**config.mk**
```make
export PLATFORM = sky130hd
export DESIGN_NAME = mpu_feed_sequencer
export DESIGN_NICKNAME = d
export VERILOG_FILES = /design/src/rtl/mpu_pkg.sv /design/src/rtl/mpu_skew_window.sv /design/src/rtl/mpu_feed_sequencer.sv
export SDC_FILE = /design/constraint.sdc
export NUM_CORES = 1
export LEC_CHECK = 0
export ABC_AREA = 1
export BUFFER_PORTS_ARGS = -buffer_cell sky130_fd_sc_hd__buf_2
export CORE_MARGIN = 1
export CORE_UTILIZATION = 33
export CTS_BUF_LIST = sky130_fd_sc_hd__clkbuf_8 sky130_fd_sc_hd__clkbuf_16
export CTS_CLUSTER_SIZE = 30
export DETAILED_ROUTE_END_ITERATION = 10
export GPL_TIMING_DRIVEN = 1
export SLEW_MARGIN = 10
export SYNTH_ARGS = -nofsm -noshare
export SYNTH_HDL_FRONTEND = slang
export SYNTH_SLANG_ARGS = --single-unit
```
**constraint.sdc**
```tcl
create_clock -name clk -period 2.8 [get_ports clk]
set_input_delay 0.42 -clock clk [delete_from_list [all_inputs] [get_ports clk]]
set_output_delay 0.42 -clock clk [all_outputs]
set_load 0.01 [all_outputs]
```
**src/rtl/mpu_pkg.sv**
```systemverilog
// Shared types and default geometry for the MPU row-buffer bank.
package mpu_pkg;

  localparam int ROWS_DEF  = 4;
  localparam int ASIZE_DEF = 3;
  localparam int DSIZE_DEF = 8;

  typedef enum logic [1:0] {
    IDLE = 2'd0,
    LOAD = 2'd1,
    FEED = 2'd2,
    DONE = 2'd3
  } mpu_seq_state_e;

endpackage

```
**src/rtl/mpu_skew_window.sv**
```systemverilog
// Diagonal feed window: row i is wanted while t lies in [i, i+len).
// Comparisons are made one bit wider than t so i+len never wraps.
module mpu_skew_window
  import mpu_pkg::*;
#(
  parameter int ROWS  = ROWS_DEF,
  parameter int ASIZE = ASIZE_DEF,
  parameter int TW    = $clog2(2**ASIZE_DEF + ROWS_DEF)
) (
  input  logic [TW-1:0]  t,
  input  logic [ASIZE:0] len,
  output logic [ROWS-1:0] want
);

  logic [TW:0] t_x_s;
  logic [TW:0] len_x_s;

  // Evaluate each row's window against the shared feed cycle counter.
  always_comb begin
    t_x_s   = {1'b0, t};
    len_x_s = (TW+1)'(len);
    for (int i = 0; i < ROWS; i++) begin
      want[i] = (t_x_s >= (TW+1)'(i)) && (t_x_s < ((TW+1)'(i) + len_x_s));
    end
  end

endmodule

```
**src/rtl/mpu_feed_sequencer.sv**
```systemverilog
// Row-buffer bank controller: steers a column-major operand stream into
// per-row FIFOs, then drains them into the array with a one-cycle-per-row skew.
module mpu_feed_sequencer
  import mpu_pkg::*;
#(
  parameter int ROWS  = ROWS_DEF,
  parameter int ASIZE = ASIZE_DEF,
  parameter int DSIZE = DSIZE_DEF
) (
  input  logic             clk,
  input  logic             rst,
  input  logic             start,
  input  logic [ASIZE:0]   cfg_len,
  output logic             busy,
  output logic             done,
  input  logic             in_valid,
  output logic             in_ready,
  input  logic [DSIZE-1:0] in_data,
  input  logic             feed_stall,
  input  logic [ROWS-1:0]  fifo_full,
  input  logic [ROWS-1:0]  fifo_empty,
  output logic [ROWS-1:0]  fifo_wen,
  output logic [DSIZE-1:0] fifo_din,
  output logic [ROWS-1:0]  fifo_ren
);

  localparam int TW = $clog2(2**ASIZE + ROWS);
  localparam int RW = (ROWS > 1) ? $clog2(ROWS) : 1;
  localparam logic [ASIZE:0] DEPTH    = (ASIZE+1)'(2**ASIZE);
  localparam logic [RW-1:0]  LAST_ROW = RW'(ROWS-1);

  mpu_seq_state_e    state_r;
  logic [ASIZE:0]    len_r;
  logic [RW-1:0]     row_ptr_r;
  logic [ASIZE:0]    col_r;
  logic [TW-1:0]     t_r;
  logic              busy_r;
  logic              done_r;

  logic [ROWS-1:0]   want_s;
  logic              ready_s;
  logic              hs_s;
  logic              go_s;
  logic              feed_last_s;

  mpu_skew_window #(
    .ROWS  (ROWS),
    .ASIZE (ASIZE),
    .TW    (TW)
  ) u_skew (
    .t    (t_r),
    .len  (len_r),
    .want (want_s)
  );

  assign busy     = busy_r;
  assign done     = done_r;
  assign in_ready = ready_s;
  assign fifo_din = in_data;

  // Stream handshake, FIFO strobes and feed advance for the current state.
  always_comb begin
    ready_s     = 1'b0;
    hs_s        = 1'b0;
    go_s        = 1'b0;
    fifo_wen    = {ROWS{1'b0}};
    fifo_ren    = {ROWS{1'b0}};
    feed_last_s = (({1'b0, t_r} + (TW+1)'(1)) ==
                   ((TW+1)'(len_r) + (TW+1)'(ROWS-1)));
    case (state_r)
      LOAD: begin
        ready_s = ~fifo_full[row_ptr_r];
        hs_s    = in_valid & ready_s;
        if (hs_s) begin
          fifo_wen[row_ptr_r] = 1'b1;
        end else begin
          fifo_wen = {ROWS{1'b0}};
        end
      end
      FEED: begin
        go_s = ~feed_stall & ~|(want_s & fifo_empty);
        if (go_s) begin
          fifo_ren = want_s;
        end else begin
          fifo_ren = {ROWS{1'b0}};
        end
      end
      IDLE, DONE: begin
        ready_s = 1'b0;
      end
      default: begin
        ready_s = 1'b0;
      end
    endcase
  end

  // Job FSM with counters; busy/done are registered alongside the state.
  always_ff @(posedge clk) begin
    if (!rst) begin
      state_r   <= IDLE;
      len_r     <= {(ASIZE+1){1'b0}};
      row_ptr_r <= {RW{1'b0}};
      col_r     <= {(ASIZE+1){1'b0}};
      t_r       <= {TW{1'b0}};
      busy_r    <= 1'b0;
      done_r    <= 1'b0;
    end else begin
      case (state_r)
        IDLE: begin
          done_r <= 1'b0;
          if (start) begin
            len_r     <= cfg_len;
            row_ptr_r <= {RW{1'b0}};
            col_r     <= {(ASIZE+1){1'b0}};
            t_r       <= {TW{1'b0}};
            if ((cfg_len != {(ASIZE+1){1'b0}}) && (cfg_len <= DEPTH)) begin
              state_r <= LOAD;
              busy_r  <= 1'b1;
            end else begin
              state_r <= DONE;
              busy_r  <= 1'b0;
              done_r  <= 1'b1;
            end
          end
        end
        LOAD: begin
          if (hs_s) begin
            if (row_ptr_r == LAST_ROW) begin
              row_ptr_r <= {RW{1'b0}};
              col_r     <= col_r + (ASIZE+1)'(1);
              if (col_r == (len_r - (ASIZE+1)'(1))) begin
                state_r <= FEED;
                t_r     <= {TW{1'b0}};
              end
            end else begin
              row_ptr_r <= row_ptr_r + RW'(1);
            end
          end
        end
        FEED: begin
          if (go_s) begin
            if (feed_last_s) begin
              state_r <= DONE;
              busy_r  <= 1'b0;
              done_r  <= 1'b1;
            end else begin
              t_r <= t_r + TW'(1);
            end
          end
        end
        DONE: begin
          state_r <= IDLE;
          busy_r  <= 1'b0;
          done_r  <= 1'b0;
        end
        default: begin
          state_r <= IDLE;
          busy_r  <= 1'b0;
          done_r  <= 1'b0;
        end
      endcase
    end
  end

endmodule

```
* Word-level counts from Yosys, hierarchy flattened
Index checks and enable logic that the tools add are counted.
Word-level totals: flip-flop bits (word level) 18, bits of input ports 25, output and inout bits 19, logic and storage cells 105
Operators by class: bitwise gates (word level) 5, reduce and logical (&&, ||, !) cells 19, add/sub/neg operators 8, equal/unequal tests 13, magnitude comparators 10, multiplexer cells 43
Operators by type and width (count):
- $mux 4 | 12
- $mux 2 | 10
- $lt 4x5->1 | 3
- $ne 2x2->1 const B | 7
- $mux 1 | 13
- $pmux 4 s3 | 1
- $add 2x4->5 const A | 2
- $add 4x1->4 const B | 2
- $ge 4x2->1 const B | 2
- $pmux 2 s4 | 1
- $pmux 4 s2 | 1
- $reduce_and 4->1 | 2
- $reduce_and 7->1 | 1
- $eq 2x2->1 const B | 3
- $pmux 1 s3 | 2
- $reduce_and 3->1 | 2
- $reduce_and 6->1 | 1
- $reduce_bool 3->1 | 2
- $add 1x4->5 const A | 1
- $add 4x1->5 const B | 1
- $eq 5x5->1 | 1
- $logic_and 1x1->1 | 5
- $and 4x4->4 | 1
- $eq 4x4->1 | 1
- 19 further kinds | 21

* Depth between registers and ports, before layout
Gate-level depths: netlist (run 1).
depth in word-level cells 10, mapped depth 19, mapped depth without buffers 19

* Hierarchy
From an unflattened synthesis (run 1), not the netlist that was laid out.
Second synthesis, totals: cells, all modules 362, area total of the unflattened synthesis 2248.4 sq um
Modules (own cells, without submodules):
- mpu_feed_sequencer | seq. area each 360.3 sq um, times used 1, area each 1714.1 sq um, cells an instance 279
- mpu_skew_window | seq. area each 0.0 sq um, times used 1, area each 534.3 sq um, cells an instance 83

* Worst setup path after synthesis (run 1)
No wires, ideal clock.
path kind register to output, start reg len_r[0], end out fifo_ren[0], buffers on the path 0, stages on the path, launching flop included 13, required time 2.380 ns, data arrival time 1.896 ns, slack 0.484 ns, cells stage by stage dfxtp_1 > inv_1 > ha_1 > inv_1 > ha_1 > nand3_1 > nand2_1 > nand2_1 > nand2_1 > nor2_2 > nor2_4 > nand3_1 > nor2_1
Between the ends: cells in the longest elaborated chain, start to end 9, elaborated cells on any way between the ends 16, classes of those cells add/sub (3); order compare (4); mux (2); bitwise (2); reduce/logical (5)
RTL lines:
- start, declared | line mpu_feed_sequencer.sv:33 | logic [ASIZE:0] len_r;
- start signal, assigned | line mpu_feed_sequencer.sv:101 | len_r <= {(ASIZE+1){1'b0}};
- start signal, assigned | line mpu_feed_sequencer.sv:112 | len_r <= cfg_len;
- $add 1x4->5 or $add 2x4->5 (tied branches) | line mpu_skew_window.sv:23 | want[i] = (t_x_s >= (TW+1)'(i)) && (t_x_s < ((TW+1)'(i) + len_x_s));
- $lt 4x5->1 | line mpu_skew_window.sv:23
- $logic_and 1x1->1 | line mpu_skew_window.sv:23
- $and 4x4->4 | line mpu_feed_sequencer.sv:81 | go_s = ~feed_stall & ~|(want_s & fifo_empty);
- $reduce_or 4->1 | line mpu_feed_sequencer.sv:81
- $logic_not 1->1 | line mpu_feed_sequencer.sv:81
- $and 1x1->1 | line mpu_feed_sequencer.sv:81
- $mux 4 * | line mpu_feed_sequencer.sv:82 | if (go_s) begin
- $mux 4 * | line mpu_feed_sequencer.sv:70 | case (state_r)
- end, declared | line mpu_feed_sequencer.sv:24 | output logic [ROWS-1:0] fifo_ren
Every way passes the cells marked *; elsewhere a longest branch is shown, timed or not.

* Worst setup path after layout (run 1)
start reg len_r[0], end out fifo_ren[1]
The elaborated chain is that of the path after synthesis.

==> results.json, run 1 <==
{
  "status": "complete, no violations",
  "cts-htree-levels": 1,
  "dieArea_sq_um": 6530,
  "ioPinCount": 44,
  "r2r-start": "len_r[0]",
  "sw_frac_of_total_pct": 53.7,
  "hp-class": "in2reg",
  "min_to": "len_r[0]",
  "met1_length_mm": 2.21,
  "cts_buffers": 3,
  "worst_hold_startpoint": "cfg_len[0]",
  "ys_seq_area_share_pct": 17.6,
  "synth-warning-count": 0,
  "synthDistinctLibCells": 29,
  "final_util_pct": 38.2,
  "synth_xor_area_share_pct": 1.28,
  "setup_viol": 0,
  "cts_tree": "done",
  "dr_wl_met3_microns": 98,
  "core_region_area_sq_um": 5960,
  "fp.dieH_microns": 80.8,
  "drtIter0Drc": 114,
  "cts_setup_buffers": 0,
  "wl_met2_mm": 2.11,
  "clk_path_buf_depth": 2,
  "gp_congestion": 0.793,
  "leakagePower_uw": 0.00119,
  "worst_ep_required_time_ns": 2.38,
  "initial_core_util_pct": 34.4,
  "comb_power_share_pct": 71.8,
  "synthMuxAreaShare_pct": 0,
  "synth_adder_area_share_pct": 20.8,
  "cp-start-kind": "flop",
  "synthTopCellsByArea": "ha_1 (21%), dfxtp_1 (18%), nand2_1 (15%), inv_1 (8.8%), nand3_1 (6.8%)",
  "synth_compound_area_share_pct": 10.7,
  "synth_top_family_by_area": "simple AND/OR/NAND/NOR gates",
  "grtUsageTotal_pct": 15.3,
  "clkLatencyLatePin_ns": 0.25,
  "top_layer_used": "met4",
  "worstSetupEndpointType": "output port",
  "seq_power_share_pct": 20.6,
  "avgSynthCellArea_sq_um": 6.33,
  "grt_pass1_wl_mm": 7.85,
  "yosysTopAreaCell": "ha_1",
  "irDropWorstVdd_mv": 0.394,
  "clockPowerShare_pct": 7.6,
  "drt_wl_total_mm": 4.49,
  "syn_nets": 383,
  "synthFlopType": "dfxtp_1",
  "max_freq_mhz": 381,
  "hold_viol": 0,
  "reg2reg_depth": 16,
  "synthSimpleGateAreaFrac_pct": 35.3,
  "p_int_uw": 1100,
  "period_needed_ns": 2.63,
  "post-route-period-util_pct": 93.8,
  "mostFrequentLayoutCells": "nand2_1 (84), inv_1 (46), ha_1 (33)",
  "r2r_end": "state_r[1]",
  "io_buffers": 27,
  "layout.nets": 405,
  "switching_power_uw": 1270,
  "powerDensity_nw_per_um2": 1040,
  "rsz0062_at_grt": "false",
  "place_hpwl_mm": 3.67,
  "hold_path_depth": 3,
  "setup_ws_ns": 0.172,
  "drc": 0,
  "fin_skew_ns": 0.000843,
  "ys_ff_latch": 18,
  "relSlewSlack_pct": 70.0,
  "first_pass_iters": 4,
  "cts_sinks": 18,
  "drive_gt1_share_pct": 17.4,
  "first_global_vias": 1861,
  "final_common_cell": "nand2_1",
  "place_ws_ns": 0.244,
  "drv_slew": 0,
  "r2r_slack_ns": 0.62,
  "async_flop_share_pct": 0,
  "areaGrowthSynthToFinish_pct": 10.9,
  "synth_top_area_share_pct": 20.8,
  "overflow": 0,
  "ant_nets": 0,
  "fin_tns_setup_ns": 0,
  "cts_root_buf": "clkbuf_8",
  "synth_area_sq_um": 2050,
  "die_w_microns": 80.8,
  "viasPerCell": 4.68,
  "n_antenna_cell": 0,
  "vias": 1962,
  "synth_edf_count": 0,
  "grt_max_degree": 15,
  "clkTransAtPathRegs_ns": 0.07,
  "antenna_found_initial": 0,
  "fp-row-count": 28,
  "arrival_ns": 2.21,
  "path_max_fanout": 7,
  "synthCells": 324,
  "drv_cap": 0,
  "worst_pin_slew_ns": 0.450,
  "routedWlPerCell_microns": 10.7,
  "path_class": "reg2out"
}
==> state kept, by name (all words and copies together) (netlist names) <==
signal and count:
state_r 2, col_r 4, t_r 4, len_r 4, row_ptr_r 2, done 1
busy 1
==> cell usage after synthesis (2+ instances only) <==
| cell | instances |
|---|---|
| nand2_1 | 84 |
| inv_1 | 48 |
| ha_1 | 34 |
| nor2_1 | 30 |
| nand3_1 | 28 |
| a21oi_1 | 21 |
| dfxtp_1 | 18 |
| buf_4 | 9 |
| o21ai_0 | 9 |
| nand2_2 | 8 |
| inv_2 | 4 |
| a211oi_1 | 3 |
| nand4_1 | 3 |
| o21ai_1 | 3 |
| xnor2_1 | 3 |
| buf_2 | 2 |
| nand3_2 | 2 |
| nor2_4 | 2 |
| nor3_1 | 2 |
| nor3b_1 | 2 |
==> final cells by class <==
cell class              instances  area [sq um]
flip-flops and latches         18           363
fillers                       678          3680
clock buffers                   3          41.3
well taps                      75          93.8
repair buffers                 30           158
inverters                      53           201
multi-input cells             240          1420
==> worst max-delay path by stage <==
stage	end	slack, ns	depth (start not counted)	from
3_5_place_dp	fifo_ren[1]	0.24	13	len_r[1]
2_1_floorplan	fifo_ren[0]	0.48	12	len_r[0]
5_1_grt	fifo_ren[0]	0.004	15	len_r[2]
3_3_place_gp	fifo_ren[1]	0.34	13	len_r[1]
6_report	fifo_ren[1]	0.17	13	len_r[0]
4_1_cts	fifo_ren[1]	0.002	15	len_r[1]
==> worst max-delay path: stages (launching register included) <==
cell     delay, ns
dfxtp_1       0.31
buf_4         0.16
ha_1          0.23
xnor2_1       0.14
ha_1          0.29
nand3_1       0.08
nand2_1       0.07
nand2_1       0.05
nand2_1       0.09
nor2_2        0.05
nor2_4        0.12
nand3_2       0.12
nor2_1        0.10
buf_2         0.13
==> layer usage <==
metal,GRT usage (%),up-vias
met3,1.46,5
met1,18.2,869
met2,28.2,29
met5,0,-
met4,5.36,0
li1,-,1059
==> per-stage QoR <==
stage	cells	total power (uW)	hold WS, ns	instance area [sq um]
2_1_floorplan	324	1810	0.481	2050
3_3_place_gp	416	2140	0.459	2210
3_5_place_dp	416	2170	0.472	2210
4_1_cts	419	2380	0.466	2260
5_1_grt	419	2690	0.504	2270
6_report	419	2370	0.470	2270
==> power by group through the flow <==
| stage | registers [uW] | logic (uW) | clock network, uW |
|---|---|---|---|
| after global placement | 490 | 1650 | 0 |
| after floorplan | 457 | 1360 | 0 |
| final | 488 | 1700 | 181 |
| after CTS | 488 | 1710 | 190 |
| after detailed placement | 493 | 1680 | 0 |
| after global routing | 513 | 1980 | 200 |
==> logic make-up (layout without fill, tap and decap cells) <==
logic type / count (synthesis) / count (layout)
compound gates: 39 / 39
xor+xnor: 3 / 3
fa+ha+maj: 34 / 34
buf+inv: 66 / 86
flops: 18 / 18
simple gates: 164 / 164
==> timing repair <==
item                       CTS  global route
resized for setup            1             6
hold buffers                 0             0
setup endpoints to repair    4             4
No activity file was read; power rests on OpenSTA's default activity.
==> run 2, diff against run 1 <==
Settings changed: CORE_MARGIN 1 to 10.
==> run 2 against run 1 <==
Effect of this change:
- total power up 2.9%
- maximum frequency up 0.41%
- cell count up 0.24%
- non-clock buffer count unchanged
- hold slack worse by 0.0079 ns
- register-to-register slack worse by 0.16 ns
- clock skew up 0.0034 ns
- critical path depth unchanged
- sequential cell count unchanged
- clock-buffer cell count up 1
- first-iteration DRC count down 43%
- worst setup slack better by 0.011 ns
==> results.json, run 2 (same netlist as run 1, synthesis figures left out) <==
{
  "status": "complete, no violations",
  "setup_viol": 0,
  "hp-class": "in2reg",
  "cts_buffers": 3,
  "n_antenna_cell": 0,
  "powerDensity_nw_per_um2": 1060,
  "cts-htree-levels": 1,
  "fin_tns_setup_ns": 0,
  "grt_pass1_wl_mm": 8.16,
  "clkTransAtPathRegs_ns": 0.07,
  "worst_hold_startpoint": "cfg_len[0]",
  "multi_input_comb_area_sq_um": 1430,
  "setup_ws_ns": 0.183,
  "cts_root_buf": "clkbuf_8",
  "irDropWorstVdd_mv": 0.372,
  "period_needed_ns": 2.62,
  "worst_pin_slew_ns": 0.434,
  "clkLatencyLatePin_ns": 0.25,
  "cp-startpoint": "len_r[0]",
  "regArea_sq_um": 368,
  "drtIter0Drc": 65,
  "io_buffers": 27,
  "drt_wl_total_mm": 4.71,
  "timing.hold.ws_ns": 0.462,
  "fp.dieH_microns": 98.8,
  "fin_skew_ns": 0.00428,
  "routedWlPerCell_microns": 11.2,
  "viasPerCell": 4.56,
  "die_w_microns": 98.8,
  "drc": 0,
  "cp-start-kind": "flop",
  "postCtsHoldBufs": 0,
  "mostFrequentLayoutCells": "nand2_1 (83), inv_1 (46), ha_1 (31)",
  "grt_max_degree": 15,
  "worstSetupEndpointType": "output port",
  "layout.nets": 405,
  "fp-row-count": 28,
  "worst_ep_required_time_ns": 2.38,
  "antenna_found_initial": 0,
  "path_max_fanout": 7,
  "cts_sinks": 18,
  "r2r-start": "len_r[0]",
  "core_region_area_sq_um": 5990,
  "place_hpwl_mm": 3.88,
  "hold_viol": 0,
  "hold_path_depth": 3,
  "first_pass_iters": 5,
  "areaGrowthSynthToFinish_pct": 12.6,
  "cts_tree": "done",
  "drive_gt1_share_pct": 18.8,
  "first_global_vias": 1902,
  "reg2reg_depth": 15,
  "grtUsageTotal_pct": 9.44,
  "nFillCells": 650,
  "vias": 1917,
  "overflow": 0,
  "clk_path_buf_depth": 2,
  "drv_cap": 0,
  "gp_congestion": 0.805,
  "top_regs": "col_r (4), len_r (4), t_r (4)",
  "dieArea_sq_um": 9760,
  "post-route-period-util_pct": 93.5,
  "relSlewSlack_pct": 71.1,
  "final_common_cell": "nand2_1",
  "initial_core_util_pct": 34.2,
  "path_class": "reg2out",
  "arrival_ns": 2.20,
  "ant_nets": 0,
  "leakagePower_uw": 0.00119,
  "drv_slew": 0,
  "ioPinCount": 44,
  "max_freq_mhz": 382,
  "place_ws_ns": 0.221
}
run 2: changes by cell type in the layout (fill, tap and decap cells not counted), moves of 2 or more:
cell / previous run / this run
dfxtp_2: 2 / 0
dfxtp_4: 0 / 2
ha_1: 33 / 31
ha_2: 0 / 2
run 2: metrics by stage:
stage / power [uW] / cells / util (%) / cell area, sq um
global placement: 2150 / 415 / 36.7 / 2200
detailed placement: 2170 / 415 / 36.7 / 2200
global route: 2790 / 420 / 38.5 / 2310
floorplan: 1810 / 324 / - / 2050
finish: 2440 / 420 / 38.5 / 2310
CTS: 2410 / 419 / 37.9 / 2270
run 2: per-layer routing:
metal / GRT usage (%) / part of all wire [%] / vias to the layer above
met1: 11.1 / 48 / 827
met2: 16.7 / 46 / 33
met5: 0 / 0 / -
met3: 2.23 / 5.0 / 2
met4: 2.21 / 0.49 / 0
li1: - / - / 1055
run 2: worst paths after layout:
path,to,slack [ns]
max,fifo_ren[0],0.18
max reg2reg,t_r[2],0.46
min reg2reg,done,0.51
min,len_r[0],0.46
run 2: power by group:
| part | switching [uW] | internal (uW) | total [uW] | leakage [uW] |
|---|---|---|---|---|
| Sequential | 140 | 354 | 494 | 0.000149 |
| Clock | 89.5 | 125 | 214 | 0.0000288 |
| Combinational | 1070 | 662 | 1730 | 0.00101 |
run 2: area by class of cell:
class | instances | area share, %
multi-input combinational | 240 | 62.1
inverter | 53 | 8.73
sequential | 18 | 15.9
tap | 75 | 4.07
timing repair buffer | 30 | 6.83
clock buffer | 4 | 2.38
run 2: critical path, stage by stage, from the launching register on:
cell	delay [ns]
dfxtp_1	0.31
buf_4	0.16
ha_2	0.20
xnor2_1	0.13
ha_1	0.31
a21oi_1	0.16
nand2_2	0.07
nand2_1	0.06
nand2_1	0.08
nor2_2	0.13
nor2_4	0.05
nand3_4	0.09
nor2_1	0.04
buf_2	0.13
run 2: repair_timing:
action / CTS / global route
hold endpoints to repair: 0 / 0
resized for setup: 3 / 11
pin swaps: 0 / 2
buffers inserted: 0 / 1
endpoints found under the setup margin: 4 / 4
==> run 3, diff against run 2 <==
Settings changed: PLACE_DENSITY set to 0.51.
==> run 3 against run 2 <==
Effect of this change:
- maximum frequency up 0.26%
- non-clock buffer count up 2
- worst setup slack better by 0.0067 ns
- clock-buffer cell count down 1
- sequential share of layout area down 0.10 points
- hold slack better by 0.012 ns
- wire length up 2.9%
- critical path depth unchanged
- clock power down 15%
- total power down 0.63%
- via count up 0.94%
==> results.json, run 3 (same netlist as run 1, synthesis figures left out) <==
{
  "top_regs": "col_r (4), len_r (4), t_r (4)",
  "dieArea_sq_um": 9760,
  "cts_tree": "done",
  "cp-startpoint": "len_r[0]",
  "hold_viol": 0,
  "cts_sinks": 18,
  "irDropWorstVdd_mv": 0.466,
  "slowest_stage": "dfxtp_1",
  "ant_nets": 0,
  "fin_skew_ns": 0.00377,
  "drt_wl_total_mm": 4.84,
  "path_max_fanout": 7,
  "cts_buffers": 3,
  "place_hpwl_mm": 4.02,
  "n_antenna_cell": 0,
  "routedWlPerCell_microns": 11.5,
  "path_class": "reg2out",
  "clk_path_buf_depth": 2,
  "setup_viol": 0,
  "drive_gt1_share_pct": 18.8,
  "cts_root_buf": "clkbuf_8",
  "fin_area_sq_um": 2310,
  "relSlewSlack_pct": 70.5,
  "leakagePower_uw": 0.00120,
  "vias": 1935,
  "setup_ws_ns": 0.190,
  "worstSetupEndpointType": "output port",
  "place_ws_ns": 0.236,
  "drv_slew": 0,
  "cts-htree-levels": 1,
  "die_w_microns": 98.8,
  "gp_congestion": 0.869,
  "drtIter0Drc": 50,
  "clkLatencyLatePin_ns": 0.25,
  "place_area_sq_um": 2220,
  "first_pass_iters": 4,
  "drc": 0,
  "drv_cap": 0,
  "worst_ep_required_time_ns": 2.38,
  "max_freq_mhz": 383,
  "layout.nets": 407,
  "postCtsHoldBufs": 0,
  "crit_chain": "buf_4 -> ha_1 -> xnor2_1 -> ha_1 -> nand3_1 -> nand2_1 -> nand2_1 -> nand2_1 -> nor2_2 -> nor2_4 -> nand3_4 -> nor2_2 -> buf_2",
  "overflow": 0,
  "hp-class": "in2reg",
  "period_needed_ns": 2.61,
  "fp-row-count": 28,
  "rsz0062_at_grt": "false",
  "cp-start-kind": "flop",
  "grt_pass1_wl_mm": 8.64,
  "core_region_area_sq_um": 5990,
  "viasPerCell": 4.60,
  "worst_hold_startpoint": "cfg_len[0]",
  "ioPinCount": 44,
  "mostFrequentLayoutCells": "nand2_1 (83), inv_1 (46), ha_1 (33)",
  "grt_max_degree": 15,
  "powerDensity_nw_per_um2": 1050,
  "final_common_cell": "nand2_1",
  "worst_pin_slew_ns": 0.443,
  "arrival_ns": 2.19,
  "fp.dieH_microns": 98.8,
  "initial_core_util_pct": 34.2,
  "grtUsageTotal_pct": 10.1,
  "cpPeakStageDelay_ns": 0.31,
  "cp_top_family": "simple AND/OR/NAND/NOR gates",
  "path_buf_inv": 2,
  "antenna_found_initial": 0,
  "post-route-period-util_pct": 93.2,
  "status": "complete, no violations",
  "r2r-start": "len_r[2]",
  "cp_common_cell": "nand2_1",
  "clkTransAtPathRegs_ns": 0.07,
  "fin_tns_setup_ns": 0,
  "areaGrowthSynthToFinish_pct": 12.6,
  "first_global_vias": 1992,
  "io_buffers": 27
}
==> run 3: timing repair <==
item                                   CTS  global route
setup endpoints to repair                4             4
cloned                                   0             0
endpoints found under the hold margin    0             0
gates resized for setup                  2            10
setup buffers                            0             1
pin swaps                                0             1
==> run 3: final timing paths <==
check,endpoint,slack [ns],cells past startpoint
hold / removal,len_r[0],0.47,3
setup / recovery,fifo_ren[3],0.19,13
hold reg to reg,done,0.50,2
setup reg to reg,t_r[1],0.54,17
==> run 3: area by class of cell <==
type	count	area, sq um
clock buffer	3	41.3
fill	677	3680
timing repair buffer	32	173
multi-input combinational	240	1430
tap	75	93.8
inverter	53	201
sequential	18	365
==> run 3: metal layers <==
metal	up-vias	routed length (microns)	GRT usage [%]
li1	1056	-	-
met1	840	2340	12.1
met2	33	2210	17.3
met3	6	231	2.23
met4	0	55	2.98
met5	-	0	0
==> run 3: power breakdown <==
group / switching [uW] / leakage, uW / internal (uW)
registers: 134 / 0.000149 / 353
logic: 1080 / 0.00103 / 676
clock network: 86.9 / 0.0000216 / 95.6
total: 1300 / 0.00120 / 1120
==> run 3: metrics by stage <==
stage,instances,hold slack (ns),util (%),power (uW)
final,421,0.475,38.5,2430
after global routing,421,0.497,38.5,2790
after CTS,420,0.460,37.9,2400
after detailed placement,417,0.473,37.0,2180
after global placement,417,0.462,37.0,2180
after floorplan,324,0.481,-,1810
==> run 3: worst register-to-register path, stage by stage, from the launching register on <==
cell,delay (ns)
dfxtp_2,0.34
buf_4,0.16
ha_1,0.17
nand2_1,0.07
nand2_1,0.05
nand2_1,0.06
nand2_2,0.07
ha_1,0.26
and2_1,0.16
nand2_2,0.08
nand3_2,0.06
nand2_1,0.07
inv_2,0.06
buf_4,0.13
nand3_1,0.07
nand2_2,0.12
a21oi_1,0.15
nor2_1,0.06
